File: src/rtl/halfpel_tap6_filter.sv
// Six-tap (1,-5,20,20,-5,1) half-pel interpolator over a raster pixel stream.
// Four-stage pipeline, global stall on enable, rounded unclipped signed output.
module halfpel_tap6_filter #(
  parameter int DATAWIDTH = 8
) (
  input  logic                 clock,
  input  logic                 reset,
  input  logic                 enable,
  input  logic                 in_valid,
  input  logic                 row_start,
  input  logic [DATAWIDTH-1:0] in_pixel,
  output logic                 out_valid,
  output logic [DATAWIDTH+1:0] out_sample
);

  localparam int AW = DATAWIDTH + 1;
  localparam int SW = DATAWIDTH + 7;
  localparam int OW = DATAWIDTH + 2;

  logic [DATAWIDTH-1:0]   tap_r [6];
  logic [2:0]             cnt_r;
  logic [2:0]             cnt_next_s;
  logic                   acc_s;
  logic                   win_s;
  logic                   v1_r;
  logic                   v2_r;
  logic                   v3_r;
  logic [AW-1:0]          a_r;
  logic [AW-1:0]          b_r;
  logic [AW-1:0]          c_r;
  logic signed [SW-1:0]   a_ext_s;
  logic signed [SW-1:0]   b_ext_s;
  logic signed [SW-1:0]   c_ext_s;
  logic signed [SW-1:0]   sum_s;
  logic signed [SW-1:0]   s_r;
  logic signed [SW-1:0]   rnd_s;

  assign acc_s = enable & in_valid;

  // Fill counter next value: restarts at 1 on a new row, saturates at 6.
  always_comb begin
    cnt_next_s = cnt_r;
    if (row_start) begin
      cnt_next_s = 3'd1;
    end else if (cnt_r == 3'd6) begin
      cnt_next_s = 3'd6;
    end else begin
      cnt_next_s = cnt_r + 3'd1;
    end
  end

  // Old-row pixels stay in the taps; the counter alone decides window validity.
  assign win_s = acc_s & (cnt_next_s == 3'd6);

  // Stage 1: tap shift register, fill counter and window-valid token.
  always_ff @(posedge clock) begin
    if (reset) begin
      for (int i = 0; i < 6; i++) tap_r[i] <= {DATAWIDTH{1'b0}};
      cnt_r <= 3'd0;
      v1_r  <= 1'b0;
    end else if (enable) begin
      v1_r <= win_s;
      if (in_valid) begin
        for (int i = 0; i < 5; i++) tap_r[i] <= tap_r[i+1];
        tap_r[5] <= in_pixel;
        cnt_r    <= cnt_next_s;
      end
    end
  end

  // Stage 2: symmetric pair sums.
  always_ff @(posedge clock) begin
    if (reset) begin
      a_r  <= {AW{1'b0}};
      b_r  <= {AW{1'b0}};
      c_r  <= {AW{1'b0}};
      v2_r <= 1'b0;
    end else if (enable) begin
      a_r  <= AW'(tap_r[0]) + AW'(tap_r[5]);
      b_r  <= AW'(tap_r[1]) + AW'(tap_r[4]);
      c_r  <= AW'(tap_r[2]) + AW'(tap_r[3]);
      v2_r <= v1_r;
    end
  end

  // Weighting by shift-add: 5b = 4b + b, 20c = 16c + 4c.
  assign a_ext_s = $signed({{(SW-AW){1'b0}}, a_r});
  assign b_ext_s = $signed({{(SW-AW){1'b0}}, b_r});
  assign c_ext_s = $signed({{(SW-AW){1'b0}}, c_r});
  assign sum_s   = a_ext_s - ((b_ext_s <<< 3'd2) + b_ext_s)
                 + ((c_ext_s <<< 3'd4) + (c_ext_s <<< 3'd2));

  // Stage 3: weighted tap sum.
  always_ff @(posedge clock) begin
    if (reset) begin
      s_r  <= {SW{1'b0}};
      v3_r <= 1'b0;
    end else if (enable) begin
      s_r  <= sum_s;
      v3_r <= v2_r;
    end
  end

  assign rnd_s = s_r + $signed({{(SW-5){1'b0}}, 5'b10000});

  // Stage 4: round-to-floor output; sample holds between results.
  always_ff @(posedge clock) begin
    if (reset) begin
      out_valid  <= 1'b0;
      out_sample <= {OW{1'b0}};
    end else if (enable) begin
      out_valid <= v3_r;
      if (v3_r) begin
        out_sample <= OW'(rnd_s >>> 3'd5);
      end
    end
  end

endmodule

File: config.mk
export PLATFORM = sky130hd
export DESIGN_NAME = halfpel_tap6_filter
export DESIGN_NICKNAME = d
export VERILOG_FILES = /design/src/rtl/halfpel_tap6_filter.sv
export SDC_FILE = /design/constraint.sdc
export NUM_CORES = 1
export LEC_CHECK = 0
export ABC_AREA = 1
export CORE_MARGIN = 2
export CORE_UTILIZATION = 67
export DETAILED_ROUTE_END_ITERATION = 10
export PLACE_DENSITY = 0.86
export SLEW_MARGIN = 25
export SYNTH_ARGS = -nofsm -noshare
export SYNTH_HDL_FRONTEND = slang
export SYNTH_SLANG_ARGS = --single-unit
File: constraint.sdc
create_clock -name clock -period 8.5 [get_ports clock]
set_clock_uncertainty 0.2 [all_clocks]
set_input_delay 1.7 -clock clock [delete_from_list [all_inputs] [get_ports clock]]
set_output_delay 1.7 -clock clock [all_outputs]
set_load 0.05 [all_outputs]
==> results of run 1 <==
==> metrics by stage <==
stage          worst slack (ps)  power (mW)  utilization, %  cell area [um^2]  hold slack (ps)
6_report                   4270        1.67            73.7              7140              287
2_1_floorplan              4850        1.18               -              6620              240
3_3_place_gp               4110        1.33            71.7              6950              253
4_1_cts                    4370        1.65            73.7              7140              294
3_5_place_dp               3960        1.35            71.7              6950              269
5_1_grt                    4050        1.78            73.7              7140              311
==> path summary, 6_finish.rpt <==
check	slack [ps]	depth (start not counted)	endpoint
worst max register to register	4750	20	s_r[14]
worst max-delay path	4270	5	tap_r[0][28]
worst min register to register	290	2	out_sample[0]
worst min-delay path	290	2	out_sample[0]
==> cell families after synthesis <==
family                   count (synthesis)  synth area share, %
AND/OR/NAND/NOR                        313                 20.8
flip-flops                             103                 38.4
adder cells (fa/ha/maj)                 67                 13.9
XOR/XNOR                                37                 4.89
AO/OA/AOI/OAI                          144                 12.0
buffers and inverters                  172                 9.98
==> cell usage after synthesis (11+ instances only) <==
master    count
ha_1         56
fa_1         11
nand2_1     107
nand3_1      36
a21oi_1      61
inv_1       143
dfxtp_1      55
o21ai_0      43
xor2_1       27
nor2_1      128
edfxtp_1     48
==> power by group through the flow <==
stage | registers (mW) | clock network (mW) | logic (mW)
CTS | 0.603 | 0.304 | 0.746
global route | 0.609 | 0.321 | 0.848
global placement | 0.612 | 0 | 0.721
floorplan | 0.611 | 0 | 0.572
finish | 0.604 | 0.303 | 0.760
detailed placement | 0.614 | 0 | 0.740
==> metal layers <==
| layer | up-vias | global-route usage [%] | wire length (um) | part of all wire [%] |
|---|---|---|---|---|
| li1 | 2711 | - | - | - |
| met1 | 2498 | 35.7 | 6260 | 44 |
| met2 | 166 | 50.0 | 7250 | 51 |
| met3 | 32 | 3.83 | 512 | 3.6 |
| met4 | 0 | 11.0 | 316 | 2.2 |
| met5 | - | 0 | 0 | 0 |
==> registers in the layout, summed over array words and instances, names as in the netlist <==
register / cells
b_r: 9
v2_r: 1
c_r: 9
a_r: 9
tap_r: 48
out_valid: 1
v3_r: 1
s_r: 11
cnt_r: 3
out_sample: 10
v1_r: 1
==> area by class of cell <==
cell class                 instances  share of cell area [%]
multi-input combinational        561                    48.0
clock buffer                      11                    1.84
timing repair buffer              25                    3.43
inverter                         151                    7.94
tap                              133                    2.33
clock inverter                     5                   0.823
sequential                       103                    35.6
==> worst register-to-register path: cells and delay by family (launching register included) <==
kind / cells / cell delay, ps
xor gates and xnor gates: 1 / 160
DFF: 1 / 330
AOI/OAI and AO/OA: 5 / 770
and+or+nand+nor: 8 / 710
buffers and inverters: 3 / 250
adders and majority gates: 3 / 1220
==> impl_metrics.ini, run 1 <==
[outcome]
outcome = completed

[global_route]
grt_max_degree = 52
track_usage_pct = 28.5
grt_pass1_wl_um = 23800
grt_pass1_vias = 5268
overflow = 0
antenna_found_initial = 0

[route]
wl_per_cell_um = 14.5
ant_nets = 0
viasPerCell = 5.47
dr.pass1.iters = 8
wl_um = 14300
drtIter0Drc = 347
drc = 0
num_vias = 5407

[floorplanning]
die-area_um2 = 10700
ios = 24
start_util_pct = 68.4
core_um2 = 9680
die_x_um = 103
num_rows = 36
die_h_um = 103

[timing]
final-hold-violation-count = 0
layout_min_cycle_time_ps = 4230
worstMarginPinSlew_ps = 953
slew_headroom_pct = 36.4
final_max_slew_viol_count = 0
setup_viol = 0
rsz0062_at_grt = no
finalSetupTns_ps = 0
fmax_ghz = 0.237
finalCritPeriodShare_pct = 49.7

[finish]
diodes = 0
final_common_cell = inv_1
multi_input_comb_area_um2 = 3430
nets = 931
drive_gt1_share_pct = 6.31
regArea_um2 = 2540
instances_no_fill = 989
final_cell_mix = inv_1, nor2_1, nand2_1, a21oi_1, ha_1
fillCellCount = 711
area_growth_pct = 7.86

[yosys]
synth_cells = 836
synthArstFlopShare_pct = 0
synthesis.area_um2 = 6620
ys_warn_count = 0
syn_avg_cell_area_um2 = 7.92
ys_ff_latch = 103
ys_seq_area_share_pct = 38.4
synth_nets = 916
synth_top_cells_by_area = edfxtp_1, dfxtp_1, ha_1, inv_1, nor2_1
synth_cell_type_count = 43
synth_flop_cell = dfxtp_1
yosysTopAreaCellShare_pct = 21.8
synth_edf_count = 48
yosys.area.top_type = edfxtp_1

[power]
peakVddDrop_uv = 152
p_comb_share_pct = 45.6
switchingPower_mw = 0.694
internal_power_mw = 0.973
p_clk_share_pct = 18.2
p_sw_share_pct = 41.6
p_per_area_nw_per_um2 = 233
leakage_nw = 3.45
power.share.sequential_pct = 36.2

[worst_setup_path]
crit_buf_inv = 3
slowest_delay_ps = 900
end_kind = flop
slowest_stage = nand3_2
path_delay_family = simple AND/OR/NAND/NOR gates
critPathLaunchType = input pin
cp.required_ps = 8490
criticalPathCategory = input pin to flop
cp.arrival_ps = 4210
startpoint = reset
crit_fanout = 51
path_cells = clkdlybuf4s50_1 -> buf_4 -> inv_1 -> nand3_2 -> nor2_1
rr_startpoint = b_r[2]

[placement]
hpwl_um = 10700
portBuffers = 23
placed_cells = 973
routabilityCongestion = 0.830

[worst_hold_path]
hold_path.class = flop to flop
worstHoldStart = out_sample[0]

[clock_network]
numCtsBuffers = 9
post_cts_buffers = 0
hold_buffers = 0
path_clk_slew_ps = 90
clkLatencyLatePin_ps = 380
clockBufferDepth = 2
tritoncts = built
cts.repair.resized = 0
htreeDepth = 3
clockRootBuffer = clkbuf_8
clock_sinks = 103

[job]
cap_violations = 0
No activity file was read; power rests on OpenSTA's default activity.
==> run 2: changes to the inputs <==
--- a/config.mk
+++ b/config.mk
@@ -7,9 +7,9 @@
 export LEC_CHECK = 0
 export ABC_AREA = 1
 export CORE_MARGIN = 2
-export CORE_UTILIZATION = 67
+export CORE_UTILIZATION = 62
 export DETAILED_ROUTE_END_ITERATION = 10
-export PLACE_DENSITY = 0.86
+export PLACE_DENSITY = 0.81
 export SLEW_MARGIN = 25
 export SYNTH_ARGS = -nofsm -noshare
 export SYNTH_HDL_FRONTEND = slang
==> constraint.sdc (replaced) <==
create_clock -name clock -period 4.25 [get_ports clock]
set_clock_uncertainty 0.2 [all_clocks]
set_input_delay 0.85 -clock clock [delete_from_list [all_inputs] [get_ports clock]]
set_output_delay 0.85 -clock clock [all_outputs]
set_load 0.05 [all_outputs]
==> run 2 against run 1 <==
Final cell count rose by 0.71%. Highest routed layer unchanged. Sequential power rose by 100%. Worst hold slack got worse by 7.5 ps. Critical path depth rose by 15. Non-clock buffer count rose by 4. Combinational power rose by 95%. Utilization fell by 4.5 points. Clock power rose by 100%. Critical endpoint is now s_r[11]. Die area rose by 7.7%. Routed wire length fell by 0.59%. Register-to-register slack got worse by 4100 ps. Largest power group unchanged.
==> impl_metrics.ini, run 2 (synthesis gave the netlist of run 1 again) <==
[clock_network]
htreeDepth = 3
cts.repair.resized = 0
hold_buffers = 0
clockBufferDepth = 2
tritoncts = built
post_cts_buffers = 0
path_clk_slew_ps = 110
clockRootBuffer = clkbuf_8
numCtsBuffers = 9
clock_sinks = 103
clkLatencyLatePin_ps = 400

[worst_setup_path]
cp.arrival_ps = 3740
slowest_stage = fa_1
critPathLaunchType = flop
rr_startpoint = b_r[4]
criticalPathCategory = flop to flop
path_cells = inv_1 -> fa_1 -> ha_1 -> a21oi_1 -> o21ai_1 -> a21oi_1 -> nor2_1 -> nor2_1 -> xor2_1 -> inv_1 -> ha_1 -> nand2_1 -> nor2_1 -> inv_1 -> nor3_1 -> nor2_1 -> nand2_1 -> nand2_1 -> nor2_1 -> nor2_1
r2r-end = s_r[11]
reg2reg_depth = 20
cp.required_ps = 4350
cp_common_cell = nor2_1
slowest_delay_ps = 460
crit_fanout = 5
r2r_slack_ps = 610
end_kind = flop

[timing]
whs_ps = 280
worstMarginPinSlew_ps = 523
final_max_slew_viol_count = 0
final-hold-violation-count = 0
rsz0062_at_grt = no
setup_viol = 0
slew_headroom_pct = 65.0
fmax_ghz = 0.275
finalSetupTns_ps = 0
fin_ws_ps = 611
layout_min_cycle_time_ps = 3640
finalCritPeriodShare_pct = 85.6

[floorplanning]
die_h_um = 107
die_x_um = 107
die-area_um2 = 11500
num_rows = 37
core_um2 = 10400
ios = 24
start_util_pct = 63.9

[finish]
final_cell_mix = inv_1, nor2_1, nand2_1, a21oi_1, ha_1
area_growth_pct = 8.50
final_common_cell = inv_1
top_regs = tap_r: 48 flops, s_r: 11 flops, out_sample: 10 flops
drive_gt1_share_pct = 6.98
fillCellCount = 872
largest_reg_flops = 48
nets = 935
diodes = 0
fin_util_pct = 69.3
finalInstanceArea_um2 = 7180
top_register = tap_r
instances_no_fill = 996

[route]
drtIter0Drc = 309
wl_um = 14300
drc = 0
num_vias = 5409
wl_per_cell_um = 14.3
dr.pass1.iters = 5
viasPerCell = 5.43
ant_nets = 0

[outcome]
outcome = completed

[global_route]
grt_max_degree = 52
grt_pass1_wl_um = 24400
grt_pass1_vias = 5334
antenna_found_initial = 0
track_usage_pct = 26.8
overflow = 0

[placement]
pre_cts_slack_ps = 664
portBuffers = 23
placed_cells = 980
routabilityCongestion = 0.854
dpl-instance-area_um2 = 6990
hpwl_um = 10900

[worst_hold_path]
worstHoldPathCells = 2
worstHoldStart = out_valid
hold_end = out_valid
hold_path.class = flop to flop

[power]
p_per_area_nw_per_um2 = 459
finalPower_mw = 3.30
internal_power_mw = 1.90
switchingPower_mw = 1.40
p_clk_share_pct = 18.5
p_comb_share_pct = 45.0
peakVddDrop_uv = 326
leakage_nw = 3.47
p_sw_share_pct = 42.4
power.share.sequential_pct = 36.6

[job]
cap_violations = 0
## run 2: final cells by class
cell class / instances / area (um^2) / area share [%]
Multi-Input combinational cell: 561 / 3430 / 47.7
Sequential cell: 103 / 2540 / 35.4
Inverter: 151 / 567 / 7.89
Timing Repair Buffer: 29 / 288 / 4.01
Tap cell: 136 / 170 / 2.37
Clock buffer: 9 / 124 / 1.72
Clock inverter: 7 / 67.6 / 0.940
## run 2: critical path: cells and delay by family, from the launching register on
family                     cells  cell delay [ps]
AOI/OAI and AO/OA              3              510
buffers and inverters          3              200
xor gates and xnor gates       1              150
DFF                            1              330
adders and majority gates      3             1170
and+or+nand+nor               10             1000
## run 2: power by group through the flow
stage / clock network, mW / logic, mW / registers [mW]
2_1_floorplan: 0 / 1.14 / 1.22
3_3_place_gp: 0 / 1.43 / 1.22
3_5_place_dp: 0 / 1.46 / 1.23
4_1_cts: 0.624 / 1.48 / 1.20
5_1_grt: 0.658 / 1.68 / 1.22
6_report: 0.610 / 1.48 / 1.21
## run 2: worst max path at each step
| stage | start | slack, ps | end |
|---|---|---|---|
| floorplan | b_r[2] | 1000 | s_r[14] |
| global placement | b_r[2] | 830 | s_r[14] |
| detailed placement | b_r[4] | 660 | s_r[11] |
| CTS | b_r[6] | 660 | s_r[11] |
| global route | b_r[4] | 320 | s_r[11] |
| finish | b_r[4] | 610 | s_r[11] |
## run 2: routing by layer
| layer | track usage, % | wire length, um | vias up |
|---|---|---|---|
| li1 | - | - | 2730 |
| met1 | 33.7 | 6330 | 2545 |
| met2 | 45.8 | 7000 | 112 |
| met3 | 6.17 | 681 | 22 |
| met4 | 8.70 | 242 | 0 |
| met5 | 0 | 0 | - |
